**config.mk**
```make
export PLATFORM = sky130hd
export DESIGN_NAME = clk_div
export DESIGN_NICKNAME = d
export VERILOG_FILES = /design/src/rtl/clk_div_pkg.sv /design/src/rtl/clk_bypass_mux.sv /design/src/rtl/clk_div.sv
export SDC_FILE = /design/constraint.sdc
export NUM_CORES = 1
export LEC_CHECK = 0
export ABC_AREA = 1
export ABC_CLOCK_PERIOD_IN_PS = 3560
export BUFFER_PORTS_ARGS = -buffer_cell sky130_fd_sc_hd__buf_4
export CAP_MARGIN = 20
export CORE_ASPECT_RATIO = 0.5
export CORE_MARGIN = 1.5
export CORE_UTILIZATION = 35
export DETAILED_ROUTE_END_ITERATION = 8
export PLACE_DENSITY = 0.57
export SLEW_MARGIN = 20
export SYNTH_ARGS = -nofsm -noshare
export SYNTH_HDL_FRONTEND = slang
export SYNTH_SLANG_ARGS = --single-unit
```
**constraint.sdc**
```tcl
create_clock -name i_ref_clk -period 3.56 [get_ports i_ref_clk]
set_input_delay 0.712 -clock i_ref_clk [delete_from_list [all_inputs] [get_ports i_ref_clk]]
set_output_delay 0.712 -clock i_ref_clk [all_outputs]
set_load 0.02 [all_outputs]
```
**src/rtl/clk_div_pkg.sv**
```systemverilog
// Shared definitions for the clock divider: default ratio width, FSM encoding, minimum divide ratio.
// Latency: n/a (definitions only). Backpressure: n/a.
package clk_div_pkg;

  localparam int RATIO_WIDTH_DEF = 8;
  localparam int MIN_DIV_RATIO   = 2;

  typedef enum logic {
    ST_IDLE = 1'b0,
    ST_RUN  = 1'b1
  } state_t;

endpackage

```
**src/rtl/clk_bypass_mux.sv**
```systemverilog
// Selects between the reference clock (bypass) and the divided clock; stand-in for a library glitch-free clock mux.
// Latency: combinational. Backpressure: none.
module clk_bypass_mux (
  input  logic i_clk,
  input  logic i_div_clk,
  input  logic i_sel,
  output logic o_clk
);

  assign o_clk = i_sel ? i_div_clk : i_clk;

endmodule

```
**src/rtl/clk_div.sv**
```systemverilog
// Integer clock divider: ceil(N/2) low / floor(N/2) high per N-cycle period, bypass when disabled or N<2.
// Latency: new ratio/enable take effect at the next period boundary. Backpressure: none.
module clk_div
  import clk_div_pkg::*;
#(
  parameter int RATIO_WIDTH = RATIO_WIDTH_DEF
) (
  input  logic                   i_ref_clk,
  input  logic                   i_rst_n,
  input  logic                   i_clk_en,
  input  logic [RATIO_WIDTH-1:0] i_div_ratio,
  output logic                   o_div_clk
);

  state_t                 r_state;
  logic [RATIO_WIDTH-1:0] r_cnt;
  logic [RATIO_WIDTH-1:0] r_ratio_q;
  logic                   r_div_q;

  state_t                 w_state_nxt;
  logic [RATIO_WIDTH-1:0] w_cnt_nxt;
  logic [RATIO_WIDTH-1:0] w_ratio_nxt;
  logic                   w_div_nxt;

  logic                   w_start;
  logic                   w_boundary;
  logic [RATIO_WIDTH-1:0] w_cnt_inc;
  logic [RATIO_WIDTH-1:0] w_half_lo;
  logic                   w_sel;

  assign w_start    = i_clk_en && (i_div_ratio >= RATIO_WIDTH'(MIN_DIV_RATIO));
  assign w_boundary = (r_cnt == (r_ratio_q - RATIO_WIDTH'(1)));
  assign w_cnt_inc  = r_cnt + RATIO_WIDTH'(1);
  // ceil(N/2) without widening: N>>1 plus the odd bit, so 255 gives 128.
  assign w_half_lo  = (r_ratio_q >> 1) + {{(RATIO_WIDTH-1){1'b0}}, r_ratio_q[0]};

  always_ff @(posedge i_ref_clk) begin
    if (!i_rst_n) begin
      r_state   <= ST_IDLE;
      r_cnt     <= '0;
      r_ratio_q <= '0;
      r_div_q   <= 1'b0;
    end else begin
      r_state   <= w_state_nxt;
      r_cnt     <= w_cnt_nxt;
      r_ratio_q <= w_ratio_nxt;
      r_div_q   <= w_div_nxt;
    end
  end

  always_comb begin
    w_state_nxt = r_state;
    w_cnt_nxt   = r_cnt;
    w_ratio_nxt = r_ratio_q;
    w_div_nxt   = r_div_q;
    case (r_state)
      ST_IDLE: begin
        if (w_start) begin
          w_state_nxt = ST_RUN;
          w_ratio_nxt = i_div_ratio;
          w_cnt_nxt   = '0;
          w_div_nxt   = 1'b0;
        end
      end
      ST_RUN: begin
        if (w_boundary) begin
          w_cnt_nxt = '0;
          w_div_nxt = 1'b0;
          // Enable drop wins over any simultaneous ratio change.
          if (w_start) begin
            w_ratio_nxt = i_div_ratio;
          end else begin
            w_state_nxt = ST_IDLE;
          end
        end else begin
          w_cnt_nxt = w_cnt_inc;
          w_div_nxt = (w_cnt_inc >= w_half_lo);
        end
      end
      default: begin
        w_state_nxt = ST_IDLE;
        w_cnt_nxt   = '0;
        w_div_nxt   = 1'b0;
      end
    endcase
  end

  assign w_sel = (r_state == ST_RUN);

  clk_bypass_mux u_bypass_mux (
    .i_clk     (i_ref_clk),
    .i_div_clk (r_div_q),
    .i_sel     (w_sel),
    .o_clk     (o_div_clk)
  );

endmodule

```
After elaboration in Yosys (flattened, before gate mapping)
Cells that the tools add are included.
{"block": "op_classes", "addsub": 3, "order_cmp": 2, "n_eq_ne": 3, "n_mux": 13, "bitwise": 1, "reduce_logical": 1}
{"cell": "$mux 8", "n": 4}
{"cell": "$pmux 8 s2", "n": 2}
{"cell": "$add 7x1->8", "n": 1}
{"cell": "$add 8x1->8 const B", "n": 1}
{"cell": "$eq 8x8->1", "n": 1}
{"cell": "$ge 8x2->1 const B", "n": 1}
{"cell": "$ge 8x8->1", "n": 1}
{"cell": "$sub 8x1->8 const B", "n": 1}
{"cell": "$mux 1", "n": 5}
{"cell": "$pmux 1 s2", "n": 2}
{"cell": "$ne 2x1->1 const B", "n": 1}
{"cell": "$ne 2x2->1 const B", "n": 1}
{"cell": "$logic_and 1x1->1", "n": 1}
{"cell": "$not 1->1", "n": 1}
{"block": "totals", "regBits": 18, "in_bits": 11, "out_inout_bits": 1, "wordCells": 27}

Longest topological paths before layout
Gate-level depths: netlist of the first run.
{"block": "depth", "ltp_word": 5, "depth_mapped": 15, "depth_no_buf": 14}

Hierarchy
Synthesis of the first run repeated with hierarchy kept, for this count alone.
{"block": "unflattened", "cells_unflattened": 237, "area_unflattened_um2": 1547.7}
{"mod": "clk_div", "instances": 1, "cells_each": 233, "area_per_inst_um2": 1532.7, "seq_area_each_um2": 360.3}
{"mod": "clk_bypass_mux", "instances": 1, "cells_each": 4, "area_per_inst_um2": 15.0, "seq_area_each_um2": 0.0}

==> key figures, run 1 <==
Outcome
  – Status: finished, final reports clean

Finish
  – Share of post-route cells with drive strength above 1: a little over a fifth
  – Ant. Diodes: 0
  – Non-Filler Instances: a little under 300
  – Final nets: ~260
  – Most frequent cells in the layout: nand2_1 (46), nand3_1 (24), inv_1 (21)
  – Final cell area excluding filler cells: 1750 sq um
  – Area Growth Syn to Fin: 10.7%
  – Most common cell after layout, fill and taps aside: nand2_1

Place
  – Number of port buffers: 11
  – GPL Wtd Cong: just over 0.8
  – Placed Area: 1660 sq um
  – Inst Count DP: approximately 280
  – DP HPWL: between 2 and 3 mm

Logic synthesis
  – Yosys reg bits: 18
  – Syn Std Cell Area: 1580 sq um
  – Leading post-synthesis cells by cell area: dfxtp_1 (23%), nand2_1 (11%), ha_1 (9.5%), nand3_1 (7.6%), xor2_1 (5.5%)
  – Distinct cells, synth: 32
  – Top cell type's share of synthesized area: 22.8%
  – Syn_nets: 246
  – Syn Area/Cell: roughly 7 sq um
  – Yosys warning count: 0
  – Register area share after synthesis: 22.8%
  – Synth Instances: approximately 220
  – Largest area contributor in the netlist: dfxtp_1

Drt
  – Drt first pass iters: 4
  – Post-route antenna net violation count: 0
  – Vias: 1,389
  – Detailed Route WL: approximately 3.4 mm
  – Drt via density: ~4.8
  – DRC: 0
  – 1st-iter DRT viols: 77
  – Avg WL per Cell: 11.7 um

Power and ir drop
  – Leak Pwr: around 0.81 nW
  – PD cells: around 390 nW/um^2
  – Worst IR drop on VDD: roughly 0.00022 V

Timing
  – Worst slew pin tran: 0.533 ns
  – Final setup viols: 0
  – Hold_ws: just under 0.5 ns
  – RSZ-0062 raised after global routing: false
  – Final Hold Viols: 0
  – Final worst clock skew: 0.00376 ns
  – Fin Setup TNS: 0 ns
  – Slew HR: between 60 and 70%
  – Slew Viols, Final: 0

Global route
  – First-pass GRT wire length: between 5 and 6 mm
  – Number of global-route vias before repair: approximately 1,300
  – Total grt overflow: 0
  – Tot GR Track Use: between 15 and 20%
  – Initial antenna violation count: 0
  – Largest net degree at the start of global routing: 18

Setup path
  – Worst reg2reg path depth: 13
  – Critical Path AT: between 2 and 2.5 ns
  – Critical path class: clk -> out
  – Crit. End Element: output pin
  – Critical Path Source Type: clock port
  – WP data required: roughly 2.9 ns
  – R2r setup slk: about 1.2 ns
  – Worst Path Max Fanout: 2

Clock network
  – Clock Pin Slew Worst Setup and Hold Paths: ~0.080 ns
  – Clock network latency to the later pin of the worst-skew pair: between 0.3 and 0.4 ns
  – Post-cts sizing count: 0
  – Hold-fix buffers at CTS: 0
  – CTS tree: done
  – Setup Fix Bufs, Post-CTS: 0

Floorplan
  – Core Rows: 17
  – Die X: just under 100 um
  – Die Height: between 50 and 60 um
  – Initial Utilization: approximately 36%
  – Die area: about 5000 sq um
  – IO Pins: 12
  – Core area: approximately 4400 sq um

Min path
  – Hold Crit Depth: 2
  – Worst Hold Class: reg -> reg

Job
  – Max Cap Viol: 0
routing by layer:
metal  GRT usage (%)  up-vias  part of all wire, %
met5               0        -                    0
met4            7.38        0                  2.8
met3            5.71       11                  7.1
met2            21.7       50                   39
met1            20.6      589                   51
li1                -      739                    -
critical path, stage by stage:
cell and delay [ns]:
clkbuf_8 0.11, clkbuf_8 0.12, mux2_2 0.26, buf_4 0.16
through the flow:
| stage | power (W) | worst slack, ns | util (%) |
|---|---|---|---|
| 2_1_floorplan | 0.000381 | 0.766 | - |
| 3_3_place_gp | 0.000414 | 0.678 | 37.8 |
| 3_5_place_dp | 0.000416 | 0.678 | 37.8 |
| 4_1_cts | 0.000682 | 0.410 | 40.0 |
| 5_1_grt | 0.000717 | 0.412 | 40.0 |
| 6_report | 0.000676 | 0.419 | 40.0 |
state kept, by name (all words and copies together), names as in the netlist:
name,count
r_cnt,8
r_div_q,1
r_ratio_q,8
r_state,1
cells in the mapped netlist, drive strengths merged:
library cell / count
inv: 26
dfxtp: 18
buf: 6
nand3: 27
mux2: 1
nand3b: 3
clkinv: 2
xor2: 10
clkbuf: 3
xnor2: 8
o21ai: 3
nand4: 3
nand2: 52
ha: 12
nor2: 24
o2111ai: 1
a21oi: 22
nor3: 2
path summary, 6_finish.rpt:
path,startpoint,end
worst min register to register,r_div_q,r_div_q
worst max-delay path,i_ref_clk,o_div_clk
worst max register to register,r_ratio_q[0],r_div_q
worst min-delay path,r_div_q,r_div_q
power by group:
group,switching [W],internal (W),total [W]
logic,0.0000847,0.0000617,0.000146
clock network,0.000109,0.000187,0.000296
registers,0.0000216,0.000212,0.000233
total,0.000216,0.000460,0.000676
cells by family after synthesis:
family	after synthesis	share of synthesized area (%)
simple gates	111	34.5
compound gates	26	10.1
fa+ha+maj	12	9.49
xor+xnor	18	9.96
buf+inv	37	12.4
mux	1	0.711
flops	18	22.8
cell type report:
type                    count  area [sq um]
clock buffers               8           104
fillers                   473          2630
inverters                  28           108
multi-input cells         168          1030
flip-flops and latches     18           360
well taps                  57          71.3
repair buffers             11          82.6
(Power assumes the default switching activity.)
==> run 2: changes to the inputs <==
--- a/config.mk
+++ b/config.mk
@@ -17,4 +17,5 @@
 export SLEW_MARGIN = 20
 export SYNTH_ARGS = -nofsm -noshare
 export SYNTH_HDL_FRONTEND = slang
+export SYNTH_HIERARCHICAL = 1
 export SYNTH_SLANG_ARGS = --single-unit
==> run 2 against run 1 <==
Net effect: synthesized cell count grew 6.3%; final cell count up 5.2%; global-route usage rose by 1.5 points; clock-buffer cell count stayed put; combinational power barely moved; critical path depth increased by 1; cell area about the same; non-clock buffer count stayed put; sequential share of layout area about the same; via count is 4.9% higher; synthesized area is 2.2% lower; die area shrank 2.1%; largest cell class unchanged.
==> key figures, run 2 <==
Global route
  – Number of global-route vias before repair: 1,419 (+9.2%)
  – First-pass GRT wire length: 6.36 mm (+9.0%)
  – Total grt overflow: 0 (unchanged)
  – Largest net degree at the start of global routing: 19 (+1)
  – Tot GR Track Use: 16.9% (+1.5 points)
  – Initial antenna violation count: 0 (unchanged)

Job
  – Max Cap Viol: 0 (unchanged)

Floorplan
  – IO Pins: 12 (unchanged)
  – Die Height: 50.0 um (-1.0%)
  – Initial Utilization: 38.1% (+2.0 points)
  – Core Rows: 16 (-1)
  – Die area: 4850 sq um (-2.1%)
  – Core area: 4060 sq um (-7.3%)
  – Die X: 97.0 um (-1.1%)

Power and ir drop
  – Leak Pwr: 0.845 nW (+4.5%)
  – PD cells: 380 nW/um^2 (-1.5%)
  – Worst IR drop on VDD: 0.000248 V (+13%)
  – Total power: 0.000665 W (-1.6%)

Place
  – Number of port buffers: 11 (unchanged)
  – GPL Wtd Cong: 0.841 (+3.7%)
  – Place WS: 0.842 ns (+0.164 ns)
  – DP HPWL: 2.82 mm (+5.8%)

Drt
  – Vias: 1,457 (+4.9%)
  – DRC: 0 (unchanged)
  – Drt first pass iters: 4 (unchanged)
  – Drt via density: 4.78 (-0.26%)
  – Detailed Route WL: 3.51 mm (+3.7%)
  – Post-route antenna net violation count: 0 (unchanged)
  – 1st-iter DRT viols: 82 (+6.5%)
  – Avg WL per Cell: 11.5 um (-1.4%)

Timing
  – Hold_ws: 0.487 ns (-0.00338 ns)
  – Slew Viols, Final: 0 (unchanged)
  – Final setup viols: 0 (unchanged)
  – Final Hold Viols: 0 (unchanged)
  – Final worst clock skew: 0.00529 ns (+0.00153 ns)
  – RSZ-0062 raised after global routing: false
  – Slew HR: 63.0% (-1.4 points)
  – Fin Setup TNS: 0 ns (unchanged)
  – Final worst slack: 0.595 ns (+0.176 ns)
  – Worst slew pin tran: 0.554 ns (+0.0208 ns)

Setup path
  – Crit path cell chain: clkbuf_8 > clkbuf_8 > nand2_1 > nand2_1 > buf_4
  – Critical Path AT: 2.25 ns (-0.18 ns)
  – Critical path's top delay family: buffers and inverters
  – Worst Path Max Fanout: 2 (unchanged)
  – Critical Path Source Type: clock port
  – WP data required: 2.85 ns (about the same)
  – Crit path largest cell delay: 0.15 ns (-0.11 ns)
  – Critical path class: clk -> out
  – WP buf/inv: 3 (unchanged)
  – Slowest CP cell: buf_4
  – Crit. End Element: output pin

Logic synthesis
  – Number of synthesized flops with an enable pin: 0 (unchanged)
  – Syn Area/Cell: 6.53 sq um (-8.0%)
  – Largest area contributor in the netlist: dfxtp_1
  – Yosys warning count: 6 (+6)
  – Synth cell count leaders: nand2_1 (68), inv_1 (29), nand3_1 (26)
  – Syn Std Cell Area: 1550 sq um (-2.2%)
  – Count leader, synth: nand2_1
  – Synth Flop Type: dfxtp_1
  – Distinct cells, synth: 26 (-19%)
  – Asr flop ratio synth: 0% (unchanged)
  – Synth Instances: 237 (+6.3%)
  – Yosys reg bits: 18 (unchanged)
  – Leading post-synthesis cells by cell area: dfxtp_1 (23%), nand2_1 (16%), ha_1 (9.7%), nand3_1 (8.4%), inv_1 (7.0%)
  – Top cell type's share of synthesized area: 23.3% (+0.52 points)
  – Register area share after synthesis: 23.3% (+0.52 points)
  – Syn_nets: 260 (+5.7%)

Clock network
  – Clock network latency to the later pin of the worst-skew pair: 0.36 ns (about the same)
  – CTS tree: done
  – Setup Fix Bufs, Post-CTS: 0 (unchanged)
  – Clock Pin Slew Worst Setup and Hold Paths: 0.07 ns (about the same)
  – Hold-fix buffers at CTS: 0 (unchanged)
  – Post-cts sizing count: 0 (unchanged)

Finish
  – Most common cell after layout, fill and taps aside: nand2_1
  – Largest registers: r_cnt: 8 flops, r_ratio_q: 8 flops
  – Area Growth Syn to Fin: 13.1%
  – Ant. Diodes: 0 (unchanged)
  – Share of post-route cells with drive strength above 1: 14.7% (-6.7 points)
  – Most frequent cells in the layout: nand2_1 (68), inv_1 (29), nand3_1 (26)
  – Final nets: 275 (+7.0%)

Min path
  – Worst Hold Class: reg -> reg

Outcome
  – Status: finished, final reports clean
==> run 2: cell families (layout without fill, tap and decap cells) <==
group	count (synthesis)	count (layout)	share of synthesized area, %
AND/OR/NAND/NOR	128	128	37.5
buffers and inverters	40	54	11.8
AO/OA/AOI/OAI	27	27	10.9
flip-flops	18	18	23.3
adder cells (fa/ha/maj)	12	12	9.70
XOR/XNOR	12	12	6.79
==> run 2: metal layers <==
| layer | global-route usage (%) | vias to the layer above | wire, um |
|---|---|---|---|
| li1 | - | 783 | - |
| met1 | 23.2 | 626 | 1810 |
| met2 | 25.5 | 41 | 1380 |
| met3 | 3.26 | 7 | 257 |
| met4 | 7.73 | 0 | 59 |
| met5 | 0 | - | 0 |
==> run 2: worst reg2reg max path, stage by stage (launching register included) <==
cell,delay (ns)
dfxtp_1,0.47
ha_1,0.19
nand2_1,0.08
nor3_1,0.27
nand2_1,0.11
xnor2_1,0.15
inv_1,0.06
ha_1,0.27
nand2_1,0.06
nor2_1,0.14
nand4_1,0.09
o2111ai_1,0.10
nand3_1,0.09
a21oi_1,0.14
==> run 2: power breakdown <==
group | switching, W | internal [W] | total, W
Clock | 0.000101 | 0.000183 | 0.000284
Sequential | 0.0000224 | 0.000212 | 0.000235
Combinational | 0.0000863 | 0.0000600 | 0.000146
Total | 0.000210 | 0.000455 | 0.000665
==> run 2: worst paths after layout <==
check	slack [ns]	endpoint	start	cells past startpoint
hold reg to reg	0.49	r_div_q	r_div_q	2
setup reg to reg	1.29	r_div_q	r_ratio_q[0]	13
hold / removal	0.49	r_div_q	r_div_q	2
setup / recovery	0.60	o_div_clk	i_ref_clk	5
==> run 2: per-stage QoR <==
| stage | area, sq um | util [%] | std cells |
|---|---|---|---|
| after floorplan | 1550 | - | 237 |
| after global placement | 1650 | 40.7 | 298 |
| after detailed placement | 1650 | 40.7 | 298 |
| after CTS | 1750 | 43.1 | 305 |
| after global routing | 1750 | 43.1 | 305 |
| final | 1750 | 43.1 | 305 |
==> run 2: area by class of cell <==
cell class                 count  area (sq um)
tap                           54          67.6
timing repair buffer          11          82.6
inverter                      35           131
multi-input combinational    179          1000
fill                         438          2310
sequential                    18           360
clock buffer                   8           104
